==> src/rtl/compy_bus_arbiter_if.sv <==
// Bus bundle between the compy masters, the arbiter and the shared memory port.
// The slave modport is the arbiter's view; the master modport is the opposite side.
interface compy_bus_arbiter_if #(
   parameter int unsigned NUM_MASTERS = 2,
   parameter int unsigned ADDR_WIDTH  = 19,
   parameter int unsigned DATA_WIDTH  = 16
);
   localparam int unsigned GW = (NUM_MASTERS > 1) ? $clog2(NUM_MASTERS) : 1;

   logic [NUM_MASTERS-1:0]            m_req;
   logic [NUM_MASTERS-1:0]            m_we;
   logic [NUM_MASTERS*ADDR_WIDTH-1:0] m_addr;
   logic [NUM_MASTERS*DATA_WIDTH-1:0] m_wdata;
   logic [NUM_MASTERS-1:0]            m_ack;
   logic [NUM_MASTERS-1:0]            m_err;
   logic [DATA_WIDTH-1:0]             m_rdata;
   logic                              mem_req;
   logic                              mem_we;
   logic [ADDR_WIDTH-1:0]             mem_addr;
   logic [DATA_WIDTH-1:0]             mem_wdata;
   logic                              mem_ack;
   logic [DATA_WIDTH-1:0]             mem_rdata;
   logic                              busy;
   logic [GW-1:0]                     grant_idx;

   modport slave (
      input  m_req, m_we, m_addr, m_wdata, mem_ack, mem_rdata,
      output m_ack, m_err, m_rdata, mem_req, mem_we, mem_addr, mem_wdata, busy, grant_idx
   );

   modport master (
      output m_req, m_we, m_addr, m_wdata, mem_ack, mem_rdata,
      input  m_ack, m_err, m_rdata, mem_req, mem_we, mem_addr, mem_wdata, busy, grant_idx
   );
endinterface

==> src/rtl/compy_bus_arbiter.sv <==
// N-master arbiter onto one memory port: fixed-priority or round-robin grant,
// read/write, per-access timeout that returns all-ones data with an error pulse.
module compy_bus_arbiter #(
   parameter int unsigned NUM_MASTERS    = 2,
   parameter int unsigned ADDR_WIDTH     = 19,
   parameter int unsigned DATA_WIDTH     = 16,
   parameter int unsigned RR_MODE        = 1,
   parameter int unsigned TIMEOUT_CYCLES = 255
) (
   input logic                clk,
   input logic                reset,
   compy_bus_arbiter_if.slave bus
);
   localparam int unsigned GW = (NUM_MASTERS > 1) ? $clog2(NUM_MASTERS) : 1;
   localparam int unsigned CW = (TIMEOUT_CYCLES > 0) ? $clog2(TIMEOUT_CYCLES + 1) : 1;

   typedef enum logic [1:0] {IDLE, ACCESS, RESP} state_t;

   state_t                r_state, w_next;
   logic [GW-1:0]         r_grant;
   logic                  r_mem_req;
   logic                  r_mem_we;
   logic [ADDR_WIDTH-1:0] r_mem_addr;
   logic [DATA_WIDTH-1:0] r_mem_wdata;
   logic [DATA_WIDTH-1:0] r_rdata;
   logic [CW-1:0]         r_cnt;
   logic                  r_err;

   logic                   w_any;
   logic [GW-1:0]          w_cand;
   logic [GW-1:0]          w_winner;
   logic                   w_sel_we;
   logic [ADDR_WIDTH-1:0]  w_sel_addr;
   logic [DATA_WIDTH-1:0]  w_sel_wdata;
   logic                   w_timeout;
   logic [NUM_MASTERS-1:0] w_ack;
   logic [NUM_MASTERS-1:0] w_err;

   // Scan candidates in priority order; round-robin starts just after the last grant.
   always_comb begin
      w_any    = 1'b0;
      w_cand   = '0;
      w_winner = r_grant;
      for (int unsigned k = 0; k < NUM_MASTERS; k++) begin
         w_cand = (RR_MODE != 0) ? GW'((32'(r_grant) + 1 + k) % NUM_MASTERS) : GW'(k);
         for (int unsigned i = 0; i < NUM_MASTERS; i++) begin
            if (!w_any && (w_cand == GW'(i)) && bus.m_req[i]) begin
               w_any    = 1'b1;
               w_winner = w_cand;
            end
         end
      end
   end

   always_comb begin
      w_sel_we    = 1'b0;
      w_sel_addr  = '0;
      w_sel_wdata = '0;
      for (int unsigned i = 0; i < NUM_MASTERS; i++) begin
         if (w_winner == GW'(i)) begin
            w_sel_we    = bus.m_we[i];
            w_sel_addr  = bus.m_addr[i*ADDR_WIDTH +: ADDR_WIDTH];
            w_sel_wdata = bus.m_wdata[i*DATA_WIDTH +: DATA_WIDTH];
         end
      end
   end

   assign w_timeout = (TIMEOUT_CYCLES != 0) && (r_cnt == CW'(TIMEOUT_CYCLES));

   always_ff @(posedge clk or posedge reset) begin
      if (reset) r_state <= IDLE;
      else       r_state <= w_next;
   end

   always_comb begin
      w_next = r_state;
      w_ack  = '0;
      w_err  = '0;
      case (r_state)
         IDLE:    if (w_any) w_next = ACCESS;
         ACCESS:  if (bus.mem_ack || w_timeout) w_next = RESP;
         RESP: begin
            w_next = IDLE;
            for (int unsigned i = 0; i < NUM_MASTERS; i++) begin
               if (r_grant == GW'(i)) begin
                  w_ack[i] = 1'b1;
                  w_err[i] = r_err;
               end
            end
         end
         default: w_next = IDLE;
      endcase
   end

   always_ff @(posedge clk or posedge reset) begin
      if (reset) begin
         r_grant     <= GW'(NUM_MASTERS - 1);
         r_mem_req   <= 1'b0;
         r_mem_we    <= 1'b0;
         r_mem_addr  <= '0;
         r_mem_wdata <= '0;
         r_rdata     <= '0;
         r_cnt       <= '0;
         r_err       <= 1'b0;
      end else begin
         case (r_state)
            IDLE: if (w_any) begin
               r_grant     <= w_winner;
               r_mem_req   <= 1'b1;
               r_mem_we    <= w_sel_we;
               r_mem_addr  <= w_sel_addr;
               r_mem_wdata <= w_sel_wdata;
               r_cnt       <= '0;
               r_err       <= 1'b0;
            end
            // mem_ack takes precedence over an expiring timeout
            ACCESS: if (bus.mem_ack) begin
               if (!r_mem_we) r_rdata <= bus.mem_rdata;
               r_mem_req <= 1'b0;
            end else if (w_timeout) begin
               r_rdata   <= '1;
               r_mem_req <= 1'b0;
               r_err     <= 1'b1;
            end else begin
               r_cnt <= r_cnt + 1'b1;
            end
            default: ;
         endcase
      end
   end

   assign bus.m_ack     = w_ack;
   assign bus.m_err     = w_err;
   assign bus.m_rdata   = r_rdata;
   assign bus.mem_req   = r_mem_req;
   assign bus.mem_we    = r_mem_we;
   assign bus.mem_addr  = r_mem_addr;
   assign bus.mem_wdata = r_mem_wdata;
   assign bus.busy      = (r_state != IDLE);
   assign bus.grant_idx = r_grant;
endmodule
==> src/flat_wrapper.sv <==
// flat-port wrapper written by rule: the top's interface ports become plain ports
module compy_bus_arbiter_flat 
#(
   parameter int unsigned NUM_MASTERS    = 2,
   parameter int unsigned ADDR_WIDTH     = 19,
   parameter int unsigned DATA_WIDTH     = 16,
   parameter int unsigned RR_MODE        = 1,
   parameter int unsigned TIMEOUT_CYCLES = 255
)
  (clk, reset, bus_m_req, bus_m_we, bus_m_addr, bus_m_wdata, bus_mem_ack, bus_mem_rdata, bus_m_ack, bus_m_err, bus_m_rdata, bus_mem_req, bus_mem_we, bus_mem_addr, bus_mem_wdata, bus_busy, bus_grant_idx);
  compy_bus_arbiter_if #(.NUM_MASTERS(NUM_MASTERS), .ADDR_WIDTH(ADDR_WIDTH), .DATA_WIDTH(DATA_WIDTH)) bus_i ();
  input logic clk;
  input logic reset;
  input wire logic [$bits(bus_i.m_req)-1:0] bus_m_req;
  input wire logic [$bits(bus_i.m_we)-1:0] bus_m_we;
  input wire logic [$bits(bus_i.m_addr)-1:0] bus_m_addr;
  input wire logic [$bits(bus_i.m_wdata)-1:0] bus_m_wdata;
  input wire logic [$bits(bus_i.mem_ack)-1:0] bus_mem_ack;
  input wire logic [$bits(bus_i.mem_rdata)-1:0] bus_mem_rdata;
  output wire logic [$bits(bus_i.m_ack)-1:0] bus_m_ack;
  output wire logic [$bits(bus_i.m_err)-1:0] bus_m_err;
  output wire logic [$bits(bus_i.m_rdata)-1:0] bus_m_rdata;
  output wire logic [$bits(bus_i.mem_req)-1:0] bus_mem_req;
  output wire logic [$bits(bus_i.mem_we)-1:0] bus_mem_we;
  output wire logic [$bits(bus_i.mem_addr)-1:0] bus_mem_addr;
  output wire logic [$bits(bus_i.mem_wdata)-1:0] bus_mem_wdata;
  output wire logic [$bits(bus_i.busy)-1:0] bus_busy;
  output wire logic [$bits(bus_i.grant_idx)-1:0] bus_grant_idx;
  assign bus_i.m_req = bus_m_req;
  assign bus_i.m_we = bus_m_we;
  assign bus_i.m_addr = bus_m_addr;
  assign bus_i.m_wdata = bus_m_wdata;
  assign bus_i.mem_ack = bus_mem_ack;
  assign bus_i.mem_rdata = bus_mem_rdata;
  assign bus_m_ack = bus_i.m_ack;
  assign bus_m_err = bus_i.m_err;
  assign bus_m_rdata = bus_i.m_rdata;
  assign bus_mem_req = bus_i.mem_req;
  assign bus_mem_we = bus_i.mem_we;
  assign bus_mem_addr = bus_i.mem_addr;
  assign bus_mem_wdata = bus_i.mem_wdata;
  assign bus_busy = bus_i.busy;
  assign bus_grant_idx = bus_i.grant_idx;
  compy_bus_arbiter #(.NUM_MASTERS(NUM_MASTERS), .ADDR_WIDTH(ADDR_WIDTH), .DATA_WIDTH(DATA_WIDTH), .RR_MODE(RR_MODE), .TIMEOUT_CYCLES(TIMEOUT_CYCLES)) u_core (.clk(clk), .reset(reset), .bus(bus_i));
endmodule
==> config.mk <==
export PLATFORM = sky130hd
export DESIGN_NAME = compy_bus_arbiter_flat
export DESIGN_NICKNAME = d
export VERILOG_FILES = /design/src/rtl/compy_bus_arbiter_if.sv /design/src/rtl/compy_bus_arbiter.sv /design/src/flat_wrapper.sv
export SDC_FILE = /design/constraint.sdc
export NUM_CORES = 1
export LEC_CHECK = 0
export BUFFER_PORTS_ARGS = -buffer_cell sky130_fd_sc_hd__buf_2
export CAP_MARGIN = 5
export CORE_MARGIN = 10
export CORE_UTILIZATION = 50
export CTS_BUF_LIST = sky130_fd_sc_hd__clkbuf_8
export CTS_CLUSTER_SIZE = 30
export DETAILED_ROUTE_END_ITERATION = 10
export HOLD_SLACK_MARGIN = 0.06
export PLACE_DENSITY = 0.86
export SKIP_CTS_REPAIR_TIMING = 1
export SLEW_MARGIN = 20
export SYNTH_ARGS = -nofsm -noshare
export SYNTH_HDL_FRONTEND = slang
export SYNTH_SLANG_ARGS = --single-unit
==> constraint.sdc <==
create_clock -name clk -period 4.5 [get_ports clk]
set_input_delay 1.125 -clock clk [delete_from_list [all_inputs] [get_ports clk]]
set_output_delay 1.125 -clock clk [all_outputs]
set_load 0.02 [all_outputs]
== Word level (Yosys, flattened, before mapping) ==
Cells that the tools add are included.

* Register bits after elaboration: 65
* Input bits: 93
* Output and inout port bits: 59
* Logic and storage cells: 80

* Add/sub/neg operators: 3
* Eq/ne operators: 10
* Muxes and demuxes: 35
* Bitwise gates (word level): 2
* Reductions and logical operators: 21

{| class="wikitable"
|+ Operators by type and width
! cell !! count
|-
| $mux 16 || 4
|-
| $mux 8 || 3
|-
| $mux 1 || 19
|-
| $mux 19 || 1
|-
| $pmux 8 s2 || 1
|-
| $add 8x1->8 const B || 1
|-
| $eq 8x8->1 const B || 1
|-
| $mux 2 || 4
|-
| $reduce_and 4->1 || 2
|-
| $logic_and 1x1->1 || 7
|-
| $ne 2x1->1 const B || 3
|-
| $ne 2x2->1 const B || 3
|-
| $reduce_and 3->1 || 2
|-
| $reduce_bool 2->1 || 3
|-
| $pmux 1 s2 || 2
|-
| $pmux 2 s2 || 1
|-
| $reduce_and 2->1 || 2
|-
| $logic_not 1->1 || 3
|-
| $ne 3x2->1 const B || 1
|-
| $add 1x1->1 const B || 2
|-
| $eq 2x1->1 const B || 1
|-
| $eq 2x2->1 const B || 1
|-
| $logic_not 2->1 || 1
|-
| $not 1->1 || 2
|-
| $logic_or 1x1->1 || 1
|}

== Logic depth before layout (Yosys ltp) ==
* Depth after elaboration: 18
* Gate-level depth with buffers: 7

== Worst setup path after synthesis ==
No wires, ideal clock.

* Kind: register to output
* Start: reg u_core.r_state[1]
* End: out bus_m_err[0]
* Data arrival time: 1.199 ns
* Data required time: 3.375 ns
* Slack: 2.176 ns
* Cell stages (with the launch flop): 4
* Buffers on the path: 0
* Path through: dfrtp_1 > nor2b_1 > nor2b_1 > and2_1

* Cells in the longest elaborated chain, start to end: 2

{| class="wikitable"
|+ Ends and longest elaborated chain
! element !! line !! RTL
|-
| start, declared || compy_bus_arbiter.sv:19 || <nowiki>state_t r_state, w_next;</nowiki>
|-
| start signal, assigned || compy_bus_arbiter.sv:72 || <nowiki>else r_state <= w_next;</nowiki>
|-
| $eq 2x2->1 || compy_bus_arbiter.sv:79 || <nowiki>case (r_state)</nowiki>
|-
| $mux 2 || compy_bus_arbiter.sv:79 ||
|-
| end, declared || flat_wrapper.sv:21 || <nowiki>output wire logic [$bits(bus_i.m_err)-1:0] bus_m_err;</nowiki>
|}

No other way between the ends.

== Worst setup path in the final report ==
Same ends and word-level chain as after synthesis.

==> flow_summary.yaml <==
status:
  status: "complete, no violations"
floorplanning:
  chipHeight_um: 97.7
  row_count: 28
  core-area_sq_mm: 0.00589
  start_util_pct: 51.3
  io_pins: 152
  die_w_um: 97.7
  die_area_sq_mm: 0.00955
run:
  drv_cap: 0
yosys:
  yosys-top-cells-count: "64 x dfrtp_1, 41 x nand2_1, 40 x o21ai_1"
  avgSynthCellArea_sq_um: 10.1
  synth-edff-count: 0
  yosysWarnings: 0
  syn-cell-area_sq_mm: 0.00302
  synth_seq_area_share_pct: 53.9
  async_flop_share_pct: 100
  netlist_top_cells_area: "dfrtp_1 53%, mux2i_1 12%, o21ai_1 6.6%"
  synth_nets: 392
  yosysTopAreaCell: "dfrtp_1"
  postSynthCellCount: 298
  synth-seq-cells: 65
  yosysMostFrequentCell: "dfrtp_1"
  netlist.area_leader.share_pct: 53.0
  synth_ff_type: "dfrtp_1"
  ys_types: 36
sta:
  setup_viol: 0
  fmax_ghz: 0.392
  worst_slew_margin_rel_pct: 51.6
  rsz0062_at_grt: "no"
  finalMaxSlewViolations: 0
  worstMarginPinSlew_ns: 0.723
  skew_ns: 0.00909
  hold_viol: 0
  finalCritPeriodShare_pct: 56.6
  fin_crit_ns: 2.55
  fin_tns_setup_ns: 0
worst_setup_path:
  critPathMaxFanout: 4
  critPathMostFrequentCell: "nor2b_1"
  worstReg2RegEnd: "u_core.bus.m_rdata[11]"
  critPathTopFamily: "simple AND/OR/NAND/NOR gates"
  arrival_ns: 1.42
  critPathKind: "flop to output port"
  cp_slowest_cell: "dfrtp_1"
  critPathRequiredTime_ns: 3.38
  max_stage_delay_ns: 0.43
  r2r_slack_ns: 2.47
  path_cells: "nor2b_1 > nor2b_1 > and2_1 > buf_2"
  crit_buf_inv: 1
  startpoint_type: "flop"
  r2r_cells: 4
  reg2reg_from: "u_core.r_state[0]"
  crit_path_end_kind: "output port"
worst_hold_path:
  worstHoldStart: "u_core.bus.mem_addr[18]"
  holdPathStages: 2
  hp-class: "flop to flop"
  whs_endpoint: "u_core.bus.mem_addr[18]"
finish:
  area_delta_synth_final_pct: 31.1
  fin_nets: 538
  fill_cells: 489
  drive_gt1_share_pct: 39.2
  diodes: 0
  fin_area_sq_mm: 0.00396
  post-route-util_pct: 67.2
drt:
  wl_per_cell_um: 15.6
  vias: 2621
  firstDrtPassIters: 4
  first_iter_violations: 70
  routed_via_density: 5.00
  drc: 0
  antenna_left: 0
  routed_wl_um: 8170
clocking:
  clock_latency_ns: 0.32
  cts_max_level: 3
  cts_root_buffer: "clkbuf_8"
  cts_inserted_buffers: 9
  cts.sinks: 65
  clock_path_buffers: 2
  clkTransAtPathRegs_ns: 0.07
  cts_tree: "yes"
placement:
  dp_hpwl_um: 6560
  gp_congestion: 0.786
  place_area_sq_mm: 0.00378
  io_buffer_count: 151
global_route:
  grt-ovfl-total: 0
  grtUsageTotal_pct: 16.6
  antenna_found_initial: 0
  grt_max_degree: 48
  grt_pass1_wl_um: 13300
  grt_pass1_vias: 2758
power:
  leakagePower_nw: 2.12
  totalPowerFinal_mw: 2.68
  ir_drop_uv: 375
  p_per_area_mw_per_mm2: 678
## layout make-up
class	count	area, sq um	share of cell area (%)
sequential	65	1630	41.1
multi-input combinational	212	1280	32.2
timing repair buffer	154	778	19.7
clock buffer	11	151	3.83
tap	75	93.8	2.37
clock inverter	5	22.5	0.569
inverter	2	7.51	0.190
## registers in the layout, summed over array words and instances (netlist names)
register	cells
u_core.r_err	1
u_core.bus.mem_we	1
u_core.bus.mem_wdata	16
u_core.bus.mem_addr	19
u_core.bus.m_rdata	16
u_core.r_state	2
u_core.bus.grant_idx	1
u_core.bus.mem_req	1
u_core.r_cnt	8
## tightest hold or removal path, stage by stage (launching register included)
cell and delay (ns):
dfrtp_1 0.34, nand2_1 0.05, o21ai_1 0.06
## logic make-up after synthesis
kind of cell             synth area share (%)
AO/OA/AOI/OAI                            13.1
adder cells (fa/ha/maj)                 0.414
AND/OR/NAND/NOR                          16.1
flip-flops                               53.9
buffers and inverters                    4.27
multiplexers                             12.3
## cell usage in the layout (no fill, tap or decap), types with 2 or more instances in the layout
cell type and n:
buf_2 151, dfrtp_1 64, nand2_1 41, nor2_1 39
o21ai_1 39, mux2i_1 37, o22ai_1 16, clkbuf_8 11
nand3_1 5, inv_1 3, clkinv_2 3, buf_4 3
nand2b_1 2, o21ai_0 2, and3_1 2, and4_1 2
a21oi_1 2, nor3_1 2, nand4_1 2, a31oi_1 2
nor2b_1 2, and2_1 2
## per-stage QoR
stage / cells / setup slack [ns] / hold WS (ns)
6_report: 524 / 1.95 / 0.481
5_1_grt: 524 / 1.87 / 0.494
4_1_cts: 524 / 1.96 / 0.486
3_5_place_dp: 508 / 1.79 / 0.471
3_3_place_gp: 508 / 1.85 / 0.463
2_1_floorplan: 298 / 1.75 / 0.472
## power by group
group          switching, mW  total [mW]  leakage [nW]  internal (mW)
Sequential             0.148       0.976         0.821          0.829
Combinational          0.817        1.28          1.20          0.465
Clock                  0.201       0.424         0.101          0.223
## layer usage
metal  routed length [um]  GRT usage, %  vias to the layer above
li1                     -             -                     1327
met1                 3400          20.3                     1173
met2                 3930          26.5                      115
met3                  802          6.54                        6
met4                   40          5.15                        0
met5                    0             0                        -
## how the worst max path moves through the flow
stage	slack, ns	cells after the start	startpoint	endpoint
after global placement	1.85	5	bus_m_req[1]	u_core.bus.mem_addr[9]
after detailed placement	1.79	6	bus_m_req[1]	u_core.r_cnt[1]
after CTS	1.96	4	u_core.r_state[1]	bus_m_err[0]
after global routing	1.87	4	u_core.r_state[1]	bus_m_err[0]
after floorplan	1.75	1	reset	u_core.bus.m_rdata[0]
final	1.95	4	u_core.r_state[1]	bus_m_err[0]
No activity file was read; power rests on OpenSTA's default activity.
